### src/rtl/periodic_read_requester.sv
// Periodic-read injection source: an interval timer ticks, and each tick requests one bank
// (round-robin) from its command generator. The request is held until that bank accepts.
module periodic_read_requester #(
  parameter int unsigned NUM_BANKS      = 16,
  parameter int unsigned ROW_WIDTH      = 18,
  parameter int unsigned INTERVAL_WIDTH = 16,
  parameter int unsigned CNT_WIDTH      = 16
) (
  input  logic                           clk_i,
  input  logic                           rst_i,
  input  logic                           enable_i,
  input  logic [INTERVAL_WIDTH-1:0]      cfg_interval_i,
  input  logic [NUM_BANKS-1:0]           bank_open_i,
  input  logic [NUM_BANKS*ROW_WIDTH-1:0] bank_open_row_i,
  input  logic [NUM_BANKS-1:0]           per_rd_accept_i,
  output logic                           per_rd_req_o,
  output logic [NUM_BANKS-1:0]           inject_select_o,
  output logic                           inject_open_o,
  output logic [ROW_WIDTH-1:0]           inject_row_o,
  output logic                           busy_o,
  output logic [CNT_WIDTH-1:0]           issued_count_o,
  output logic [CNT_WIDTH-1:0]           overrun_count_o
);

  localparam int unsigned PtrW = (NUM_BANKS > 1) ? $clog2(NUM_BANKS) : 1;
  localparam logic [PtrW-1:0] LastBank = PtrW'(NUM_BANKS - 1);

  typedef enum logic [0:0] {StIdle, StReq} state_e;

  state_e                    state_q, state_d;
  logic [INTERVAL_WIDTH-1:0] interval_q, interval_d;
  logic [PtrW-1:0]           rr_ptr_q, rr_ptr_d;
  logic                      req_q, req_d;
  logic [NUM_BANKS-1:0]      select_q, select_d;
  logic                      open_q, open_d;
  logic [ROW_WIDTH-1:0]      row_q, row_d;
  logic [CNT_WIDTH-1:0]      issued_q, issued_d;
  logic [CNT_WIDTH-1:0]      overrun_q, overrun_d;

  logic                 run;
  logic                 tick;
  logic                 accept;
  logic                 sel_open;
  logic [ROW_WIDTH-1:0] sel_row;

  assign run    = enable_i && (cfg_interval_i != '0);
  assign tick   = run && (interval_q == cfg_interval_i - INTERVAL_WIDTH'(1));
  assign accept = per_rd_accept_i[rr_ptr_q];

  // A counter already past a shrunken interval simply rolls over at its max value.
  assign interval_d = (!run || tick) ? '0 : interval_q + INTERVAL_WIDTH'(1);

  always_comb begin
    sel_row  = '0;
    sel_open = bank_open_i[rr_ptr_q];
    for (int b = 0; b < int'(NUM_BANKS); b++) begin
      if (rr_ptr_q == PtrW'(b)) begin
        sel_row = bank_open_row_i[b*ROW_WIDTH +: ROW_WIDTH];
      end
    end
  end

  // State register
  always_ff @(posedge clk_i) begin
    if (rst_i) begin
      state_q    <= StIdle;
      interval_q <= '0;
      rr_ptr_q   <= '0;
      req_q      <= 1'b0;
      select_q   <= '0;
      open_q     <= 1'b0;
      row_q      <= '0;
      issued_q   <= '0;
      overrun_q  <= '0;
    end else begin
      state_q    <= state_d;
      interval_q <= interval_d;
      rr_ptr_q   <= rr_ptr_d;
      req_q      <= req_d;
      select_q   <= select_d;
      open_q     <= open_d;
      row_q      <= row_d;
      issued_q   <= issued_d;
      overrun_q  <= overrun_d;
    end
  end

  // Next state
  always_comb begin
    state_d = state_q;
    unique case (state_q)
      StIdle:  if (tick) state_d = StReq;
      StReq:   if (accept) state_d = StIdle;
      default: state_d = StIdle;
    endcase
  end

  // Registered output next values
  always_comb begin
    rr_ptr_d  = rr_ptr_q;
    req_d     = req_q;
    select_d  = select_q;
    open_d    = open_q;
    row_d     = row_q;
    issued_d  = issued_q;
    overrun_d = overrun_q;
    unique case (state_q)
      StIdle: begin
        if (tick) begin
          req_d    = 1'b1;
          select_d = NUM_BANKS'(1) << rr_ptr_q;
          open_d   = sel_open;
          row_d    = sel_open ? sel_row : '0;
        end
      end
      StReq: begin
        // Ticks during an outstanding request are dropped, even when it is being accepted.
        if (tick && (overrun_q != '1)) overrun_d = overrun_q + CNT_WIDTH'(1);
        if (accept) begin
          req_d    = 1'b0;
          select_d = '0;
          open_d   = 1'b0;
          row_d    = '0;
          rr_ptr_d = (rr_ptr_q == LastBank) ? '0 : rr_ptr_q + PtrW'(1);
          if (issued_q != '1) issued_d = issued_q + CNT_WIDTH'(1);
        end
      end
      default: ;
    endcase
  end

  assign per_rd_req_o    = req_q;
  assign inject_select_o = select_q;
  assign inject_open_o   = open_q;
  assign inject_row_o    = row_q;
  assign busy_o          = (state_q == StReq);
  assign issued_count_o  = issued_q;
  assign overrun_count_o = overrun_q;

endmodule

### config.mk
export PLATFORM = sky130hd
export DESIGN_NAME = periodic_read_requester
export DESIGN_NICKNAME = d
export VERILOG_FILES = /design/src/rtl/periodic_read_requester.sv
export SDC_FILE = /design/constraint.sdc
export NUM_CORES = 1
export LEC_CHECK = 0
export CAP_MARGIN = 20
export CORE_AREA = 2 2 158 160
export CTS_CLUSTER_SIZE = 40
export DETAILED_ROUTE_END_ITERATION = 16
export DIE_AREA = 0 0 160 162
export PLACE_DENSITY = 0.67
export SLEW_MARGIN = 20
export SYNTH_ARGS = -nofsm -noshare
export SYNTH_HDL_FRONTEND = slang
export SYNTH_SLANG_ARGS = --single-unit
### constraint.sdc
create_clock -name clk_i -period 5.1 [get_ports clk_i]
set_clock_uncertainty 0.2 [all_clocks]
set_input_delay 1.02 -clock clk_i [delete_from_list [all_inputs] [get_ports clk_i]]
set_output_delay 1.02 -clock clk_i [all_outputs]
set_load 0.01 [all_outputs]
==> qor.csv <==
metric,value,unit
status,"complete, no violations",
Post-Layout Inst Area,11520,um^2
"Max stage delay cell, worst path",or4b_4,
post-CTS sizing,0,
kind of end point of the critical path,flop,
CP top delay family,simple AND/OR/NAND/NOR gates,
row cnt,57,
RSZ-0062 raised after global routing,no,
Vias/cell,5.562,
Tmin final,4.489,ns
area of the multi-input gates,4741,um^2
Hold Buf Count CTS,0,
measured slew at the worst slew-check pin,1.053,ns
die area,25920,um^2
"Clk Latency, worst-skew pair",0.35,ns
# diodes,0,
fill count,2435,
worst setup margin,0.6105,ns
clock-pin slew on the worst setup and hold paths,0.07,ns
Die Y,162,um
Final Hold Fails,0,
routed len/inst,20.87,um
Lkg Pwr,3.838,nW
Final Max Tran Viols,0,
number of warnings issued by yosys,0,
Vias,8972,
Synth area leader,dfxtp_1,
total gr overflow,0,
Chip Width,160,um
total power,1.701,mW
Placement Cell Area,11240,um^2
GR Util All Layers,24.45,%
Num CTS Buffers,9,
Port Buffer Count,407,
HPWL Detailed,26.86,mm
worst-path fanout max,17,
Final Util,47.79,%
CP required,5.15,ns
Final Cycle Share,88.03,%
clock root cell,clkbuf_16,
1st-iter DRT viols,618,
Max clock buf depth,2,
Post-synth EDFFs,0,
P&R area growth vs syn,66.99,%
share of the synthesized area in the top cell type,25.83,%
worst ir drop on vdd,0.1298,mV
MaxCap Viol Count,0,
Post-layout nets,1633,
total clock sinks,89,
CP startpoint kind,input port,
first-pass GRT wire length,49.11,mm
H-tree depth,3,
GPL Wtd Cong,0.9040,
Max Freq,222.7,MHz
Post-Synthesis Cells,921,
crit path DAT,4.54,ns
Layout Cells excl Fill,1613,
drt drc,0,
syn avg cell area,7.491,um^2
Fin Hold WS,0.2558,ns
synthesized area,6899,um^2
Yosys cell types,65,
sequential area share after synthesis,25.83,%
# placed instances,1597,
most common cell in the netlist,nor2_1,
Register Area,1782,um^2
core area,24110,um^2
max_slew headroom,28.01,%
Fin Setup TNS,0,ns
CTS tree,done,
syn_nets,1270,
setup repair bufs after CTS,0,
crit-path cells,clkdlybuf4s50_1 > inv_1 > ha_1 > or4b_4 > or2_0 > o311a_1 > nor3_2 > o2111ai_2 > or3_1 > buf_4 > o31ai_1,
Crit Path Class,input port to flop,
layout cells sized above 1,5.353,%
ys async rst share,0,%
synth top area cells,"dfxtp_1 (26%), o21ai_0 (7.0%), o22ai_1 (6.3%), nor2_1 (5.3%), a21oi_1 (4.8%)",
Crit path largest cell delay,0.54,ns
io pins,408,
dpl ws,0.2943,ns
largest net degree at the start of global routing,56,
vias in the first global route,8753,
"Top FF cell, synth",dfxtp_1,
Hold WC Path Type,flop to flop,
WP buf/inv,3,
TritonRoute pass-1 iters,5,
power per cell area,147.6,nW/um^2
final setup vio count,0,
initial antenna violation count,1,
Synth Register Bits,89,
Antenna Nets Post-Route,0,
WL final,33.66,mm
Starting Density,28.62,%
most frequent cells after synthesis,"nor2_1 (98), o21ai_0 (97), dfxtp_1 (89)",
cells by family (layout without fill, tap and decap cells):
family                     Yosys count  count (layout)  synth area share [%]
and+or+nand+nor                    301             301                 21.91
muxes                               17              17                 4.353
DFF                                 89              89                 25.83
adders and majority gates           10              10                 1.814
buffers and inverters               96             464                 5.604
AOI/OAI and AO/OA                  368             368                 35.22
xor gates and xnor gates            40              40                 5.277
cell usage in the layout (no fill, tap or decap), types with 13 or more instances in the layout:
master | synthesis | routed
a22oi_1 | 18 | 18
xnor2_1 | 18 | 18
clkdlybuf4s50_1 | 0 | 406
nand2_1 | 49 | 49
nor3_1 | 13 | 13
nor2_1 | 98 | 97
o22ai_1 | 70 | 70
inv_1 | 17 | 17
xor2_1 | 21 | 21
a2111oi_0 | 17 | 17
nand4_1 | 14 | 14
nand3_1 | 46 | 45
o21ai_0 | 97 | 97
o2bb2ai_1 | 17 | 17
a21oi_1 | 66 | 66
buf_4 | 0 | 24
dfxtp_1 | 89 | 89
a221o_1 | 17 | 17
a221oi_1 | 35 | 35
or3_1 | 15 | 15
state kept, by name, indices dropped and copies added (netlist names):
| register | count |
|---|---|
| busy_o | 1 |
| rr_ptr_q | 4 |
| per_rd_req_o | 1 |
| inject_select_o | 16 |
| interval_q | 16 |
| inject_open_o | 1 |
| issued_count_o | 16 |
| overrun_count_o | 16 |
| inject_row_o | 18 |
worst paths after layout:
| kind | end | from | slack [ns] | cells past startpoint |
|---|---|---|---|---|
| max | inject_select_o[10]$_SDFFE_PP0P_ | cfg_interval_i[0] | 0.61 | 11 |
| min | per_rd_req_o$_SDFFE_PP0P_ | per_rd_req_o$_SDFFE_PP0P_ | 0.26 | 2 |
| max reg2reg | inject_row_o[17]$_SDFFE_PP0P_ | rr_ptr_q[0]$_SDFFE_PP0P_ | 1.29 | 12 |
| min reg2reg | per_rd_req_o$_SDFFE_PP0P_ | per_rd_req_o$_SDFFE_PP0P_ | 0.26 | 2 |
worst reg2reg max path: stages, from the launching register on:
cell	delay (ns)
dfxtp_1	0.82
inv_1	0.16
ha_1	0.28
buf_4	0.24
nor2b_1	0.17
buf_4	0.21
and2_1	0.46
a22oi_1	0.26
o32ai_1	0.15
a21oi_1	0.24
o221ai_1	0.18
o221ai_1	0.22
o21ai_0	0.10
power by group:
group,switching (mW),internal (mW),total (mW)
Combinational,0.103,0.266,0.370
Clock,0.291,0.343,0.634
Sequential,0.00156,0.695,0.697
layer usage:
layer	vias up	routed length [um]	global-route usage, %
met4	2	864	7.862
met1	4196	14050	30.48
met5	-	13	0
met3	55	2626	5.950
li1	4288	-	-
met2	431	16110	41.66
layout make-up:
class                           count  area share, %
Clock buffer                       10          2.074
Clock inverter                      6         0.3584
Multi-Input combinational cell    736          41.15
Tap cell                          324          3.519
Timing Repair Buffer              431          36.88
Sequential cell                    89          15.46
Inverter                           17         0.5539
Note: power is estimated with default switching activity, not from simulation.
==> variant 1: new RTL, same flow settings <==
Take the reset off `interval_q` and load it in a clocked block of its own.
--- a/src/rtl/periodic_read_requester.sv
+++ b/src/rtl/periodic_read_requester.sv
@@ -64,7 +64,6 @@
   always_ff @(posedge clk_i) begin
     if (rst_i) begin
       state_q    <= StIdle;
-      interval_q <= '0;
       rr_ptr_q   <= '0;
       req_q      <= 1'b0;
       select_q   <= '0;
@@ -74,7 +73,6 @@
       overrun_q  <= '0;
     end else begin
       state_q    <= state_d;
-      interval_q <= interval_d;
       rr_ptr_q   <= rr_ptr_d;
       req_q      <= req_d;
       select_q   <= select_d;
@@ -83,6 +81,10 @@
       issued_q   <= issued_d;
       overrun_q  <= overrun_d;
     end
+  end
+
+  always_ff @(posedge clk_i) begin
+    interval_q <= interval_d;
   end
 
   // Next state
Formal check against the unedited RTL: not equivalent (a bounded check fails within 4 cycles, from zero or initial values and one cycle with rst_i high).
==> variant 1 against the original RTL <==
Design area grew 2.1%; sequential share of layout area down 0.31 points; routed wire length is 12% higher; sequential power barely moved; critical path depth is the same; synthesized area grew 3.4%; worst setup slack better by 190 ps; sequential cell count unchanged; clock power about the same; power grew 0.56%; critical endpoint is now overrun_count_o[9]$_SDFFE_PP0P_; highest routed layer unchanged.
==> variant 1: results (changes against the original RTL) <==
| Metric | Value |
|---|---|
| Vias in the first global route | `8771 (was 8753)` |
| Worst R2R Start | `rr_ptr_q[1]$_SDFFE_PP0P_ (was rr_ptr_q[0]$_SDFFE_PP0P_)` |
| Post-synthesis mux area share | `0.0361 (was 0.0435)` |
| Slew HR | `0.367 (was 0.280)` |
| Post-Synth XOR/XNOR Area | `0.0586 (was 0.0528)` |
| Initial antenna violation count | `3 (was 1)` |
| Syn Inst Count | `931 (was 921)` |
| Synth Area in Compound Gates | `0.328 (was 0.352)` |
| Largest net degree at the start of global routing | `59 (was 56)` |
| Min-Delay Startpoint | `inject_open_o$_SDFFE_PP0P_ (was per_rd_req_o$_SDFFE_PP0P_)` |
| All-Layer GR Usage | `0.276 (was 0.245)` |
| Synth cell types | `70 (was 65)` |
| Average wire per standard cell | `23.2 um (was 20.9 um)` |
| Critical Path Max Stage Delay | `610 ps (was 540 ps)` |
| Clk. pwr | `0.632 mW (was 0.634 mW)` |
| Global-route wire length before repair | `54.4 mm (was 49.1 mm)` |
| Routability cong. | `0.946 (was 0.904)` |
| Most frequent cells after synthesis | `nor2_1, dfxtp_1, a21oi_1 (was nor2_1, o21ai_0, dfxtp_1)` |
| Slowest-stage cell, CP | `or4b_2 (was or4b_4)` |
| Power per cell area | `145 nW/um2 (was 148 nW/um2)` |
| Synth Area in Adders | `0.0175 (was 0.0181)` |
| NumNets Final | `1645 (was 1633)` |
| Vias per Instance | `5.65 (was 5.56)` |
| Crit-path max FO | `22 (was 17)` |
| Hold path endpoint | `inject_open_o$_SDFFE_PP0P_ (was per_rd_req_o$_SDFFE_PP0P_)` |
| Tightest hold margin | `259 ps (was 256 ps)` |
| Area after DPL | `11500 um2 (was 11200 um2)` |
| Run status | `complete, no violations (unchanged)` |
| Ranking of synthesized cells by area | `dfxtp_1, a21oi_1, a221oi_1, nor2_1, nand3b_1 (was dfxtp_1, o21ai_0, o22ai_1, nor2_1, a21oi_1)` |
| WP data arrival | `4380 ps (was 4540 ps)` |
| Layout cells sized above 1 | `0.0546 (was 0.0535)` |
## variant 1: changes by cell type after synthesis, sizes merged, moves of 9 or more
cell     delta
o21ai      -51
o22ai      -46
nand3b     +30
o221ai     +19
nand2      +18
a2111oi    -15
a22o       +13
a21oi      +12
nand3      -12
o211ai     +10
a221oi      +9
o2bb2ai     -9
## variant 1: critical path, delay by kind of cell
family / cells / cell delay [ps]
AOI/OAI and AO/OA: 3 / 640
adders and majority gates: 1 / 190
buffers and inverters: 3 / 850
and+or+nand+nor: 4 / 1670
## variant 1: layout make-up
type | instances | area share
Tap cell | 324 | 0.0345
Multi-Input combinational cell | 744 | 0.423
Antenna cell | 2 | 0.000425
Sequential cell | 89 | 0.152
Clock buffer | 10 | 0.0195
Inverter | 20 | 0.00638
Clock inverter | 5 | 0.00330
Timing Repair Buffer | 432 | 0.362
## variant 1: per-layer routing
layer	up-vias	track usage	routed length (um)
li1	4341	-	-
met1	4358	0.357	15600
met2	430	0.468	18400
met3	49	0.0552	3030
met4	2	0.0786	809
met5	-	0	13
## variant 1: worst max path at each step
stage | start | to | slack [ps] | depth (start not counted)
floorplan | cfg_interval_i[0] | overrun_count_o[5]$_SDFFE_PP0P_ | 1360 | 10
global placement | cfg_interval_i[0] | overrun_count_o[15]$_SDFFE_PP0P_ | 530 | 11
detailed placement | cfg_interval_i[0] | overrun_count_o[9]$_SDFFE_PP0P_ | 430 | 11
CTS | cfg_interval_i[0] | overrun_count_o[9]$_SDFFE_PP0P_ | 810 | 11
global route | cfg_interval_i[0] | overrun_count_o[8]$_SDFFE_PP0P_ | 520 | 11
finish | cfg_interval_i[0] | overrun_count_o[9]$_SDFFE_PP0P_ | 800 | 11
==> variant 2: new RTL, config.mk and constraints unchanged <==
Made on the original files. The parameter `CNT_WIDTH` goes from 16 to 20.
--- a/src/rtl/periodic_read_requester.sv
+++ b/src/rtl/periodic_read_requester.sv
@@ -4,7 +4,7 @@
   parameter int unsigned NUM_BANKS      = 16,
   parameter int unsigned ROW_WIDTH      = 18,
   parameter int unsigned INTERVAL_WIDTH = 16,
-  parameter int unsigned CNT_WIDTH      = 16
+  parameter int unsigned CNT_WIDTH      = 20
 ) (
   input  logic                           clk_i,
   input  logic                           rst_i,
Interface: changed (resized issued_count_o and overrun_count_o); port bits go from 408 to 416. The function was not compared with the original's and may differ.
==> variant 2 against the original RTL <==
Power up 8.9%; worst setup slack improved by 420 ps; worst hold slack better by 4.5 ps; synthesized area increased by 5.8%; routed wire length rose by 8.5%; sequential cell count grew 8; design area is 4.1% higher; sequential power rose by 8.9%; first-iteration DRC count grew 11%; combinational power up 2%.
==> variant 2: results (changes against the original RTL) <==
| Metric | Value |
|---|---|
| Root buf cell | `clkbuf_16 (unchanged)` |
| Syn Inst Count | `924 (was 921)` |
| Slowest-stage cell, CP | `or4_4 (was or4b_4)` |
| Num CTS Buffers | `9 (unchanged)` |
| P_sw | `0.408 mW (was 0.395 mW)` |
| Reg2reg path depth | `9 (was 12)` |
| Place WS | `686 ps (was 294 ps)` |
| Largest net degree at the start of global routing | `50 (was 56)` |
| All-Layer GR Usage | `0.273 (was 0.245)` |
| Most frequent cells after synthesis | `dfxtp_1, nor2_1, a21oi_1, nand2_1, clkbuf_1 (was nor2_1, o21ai_0, dfxtp_1)` |
| Post-CTS Hold Fix Bufs | `0 (unchanged)` |
| Warnings from Yosys | `0 (unchanged)` |
| Detailed Routing Iterations Pass 1 | `5 (unchanged)` |
| WP data arrival | `4140 ps (was 4540 ps)` |
| HPWL after DPL | `29.0 mm (was 26.9 mm)` |
| Port Buffers | `415 (was 407)` |
| Slew HR | `0.317 (was 0.280)` |
| Post-CTS Setup Repair Bufs | `0 (unchanged)` |
| Post-CTS Resized | `0 (unchanged)` |
| Leak Pwr | `4.21 nW (was 3.84 nW)` |
| Synth cell types | `65 (unchanged)` |
| Area after DPL | `11700 um2 (was 11200 um2)` |
| Final cell count without fillers | `1622 (was 1613)` |
| Worst hold path class | `flop to flop (unchanged)` |
| Run status | `complete, no violations (unchanged)` |
| Final wirelength | `36.5 mm (was 33.7 mm)` |
| Seq. pwr | `0.759 mW (was 0.697 mW)` |
| CTS H-tree lvls | `3 (unchanged)` |
| Layout cells sized above 1 | `0.0517 (was 0.0535)` |
| Peak supply drop | `151 uV (was 130 uV)` |
| Post-Layout Inst Area | `12000 um2 (was 11500 um2)` |
| Critical Path Max Stage Delay | `670 ps (was 540 ps)` |
| DR vias | `9134 (was 8972)` |
| Global-route wire length before repair | `54.3 mm (was 49.1 mm)` |
| Sequential share of the synthesized area | `0.266 (was 0.258)` |
| Hold depth | `1 (was 2)` |
| Clk. pwr | `0.716 mW (was 0.634 mW)` |
| Crit-path max FO | `24 (was 17)` |
| Syn_nets | `1273 (was 1270)` |
| Crit path max-delay family | `simple AND/OR/NAND/NOR gates (unchanged)` |
| Routability cong. | `0.917 (was 0.904)` |
| Max Root-Sink Buffers | `2 (unchanged)` |
| Ranking of synthesized cells by area | `dfxtp_1, nor2_1, a221oi_1, a21oi_1, xnor2_1 (was dfxtp_1, o21ai_0, o22ai_1, nor2_1, a21oi_1)` |
| Layout fillers | `2374 (was 2435)` |
| Power per cell area | `154 nW/um2 (was 148 nW/um2)` |
| Worst-Skew Late Latency | `350 ps (about the same)` |
| Initial antenna violation count | `5 (was 1)` |
| Drt first-iter violations | `686 (was 618)` |
| CTS clock-pin slew for the worst setup and hold paths | `70 ps (about the same)` |
| Vias in the first global route | `8944 (was 8753)` |
| Fraction of registers with async set or reset after synthesis | `0 (unchanged)` |
variant 2: cell count changes after synthesis, sizes merged, moves of 10 or more:
| cell | change |
|---|---|
| o22ai | -61 |
| buf | +10 |
| clkbuf | -15 |
| nand2 | +13 |
| a32o | +14 |
| a22o | +22 |
| o221ai | +17 |
| a211oi | +12 |
| o21ai | -59 |
| a2111oi | -16 |
| nor2b | +10 |
| and3 | +12 |
| a22oi | -11 |
| xnor2 | +17 |
variant 2: routing by layer:
metal  vias up  wire length [um]  track usage
met5         -                33            0
met4         4              1360        0.110
met3        63              2900       0.0664
met2       414             17900        0.470
met1      4325             14400        0.327
li1       4328                 -            -
variant 2: path summary, 6_finish.rpt:
check	endpoint	from	slack, ps
min	per_rd_req_o$_SDFFE_PP0P_	per_rd_req_o$_SDFFE_PP0P_	260
max	overrun_count_o[17]$_SDFFE_PP0P_	cfg_interval_i[0]	1030
max reg2reg	inject_row_o[13]$_SDFFE_PP0P_	rr_ptr_q[1]$_SDFFE_PP0P_	1140
min reg2reg	per_rd_req_o$_SDFFE_PP0P_	per_rd_req_o$_SDFFE_PP0P_	260
variant 2: cells by family after synthesis:
| kind of cell | synth area share |
|---|---|
| buf+inv | 0.0535 |
| fa+ha+maj | 0.0171 |
| xor+xnor | 0.0624 |
| mux | 0.0398 |
| compound gates | 0.338 |
| flops | 0.266 |
| simple gates | 0.223 |
variant 2: area by class of cell:
class,count,share of cell area
Tap cell,324,0.0338
Timing Repair Buffer,431,0.356
Multi-Input combinational cell,729,0.414
Clock buffer,12,0.0222
Clock inverter,3,0.00386
Antenna cell,2,0.000417
Inverter,24,0.00751
Sequential cell,97,0.162
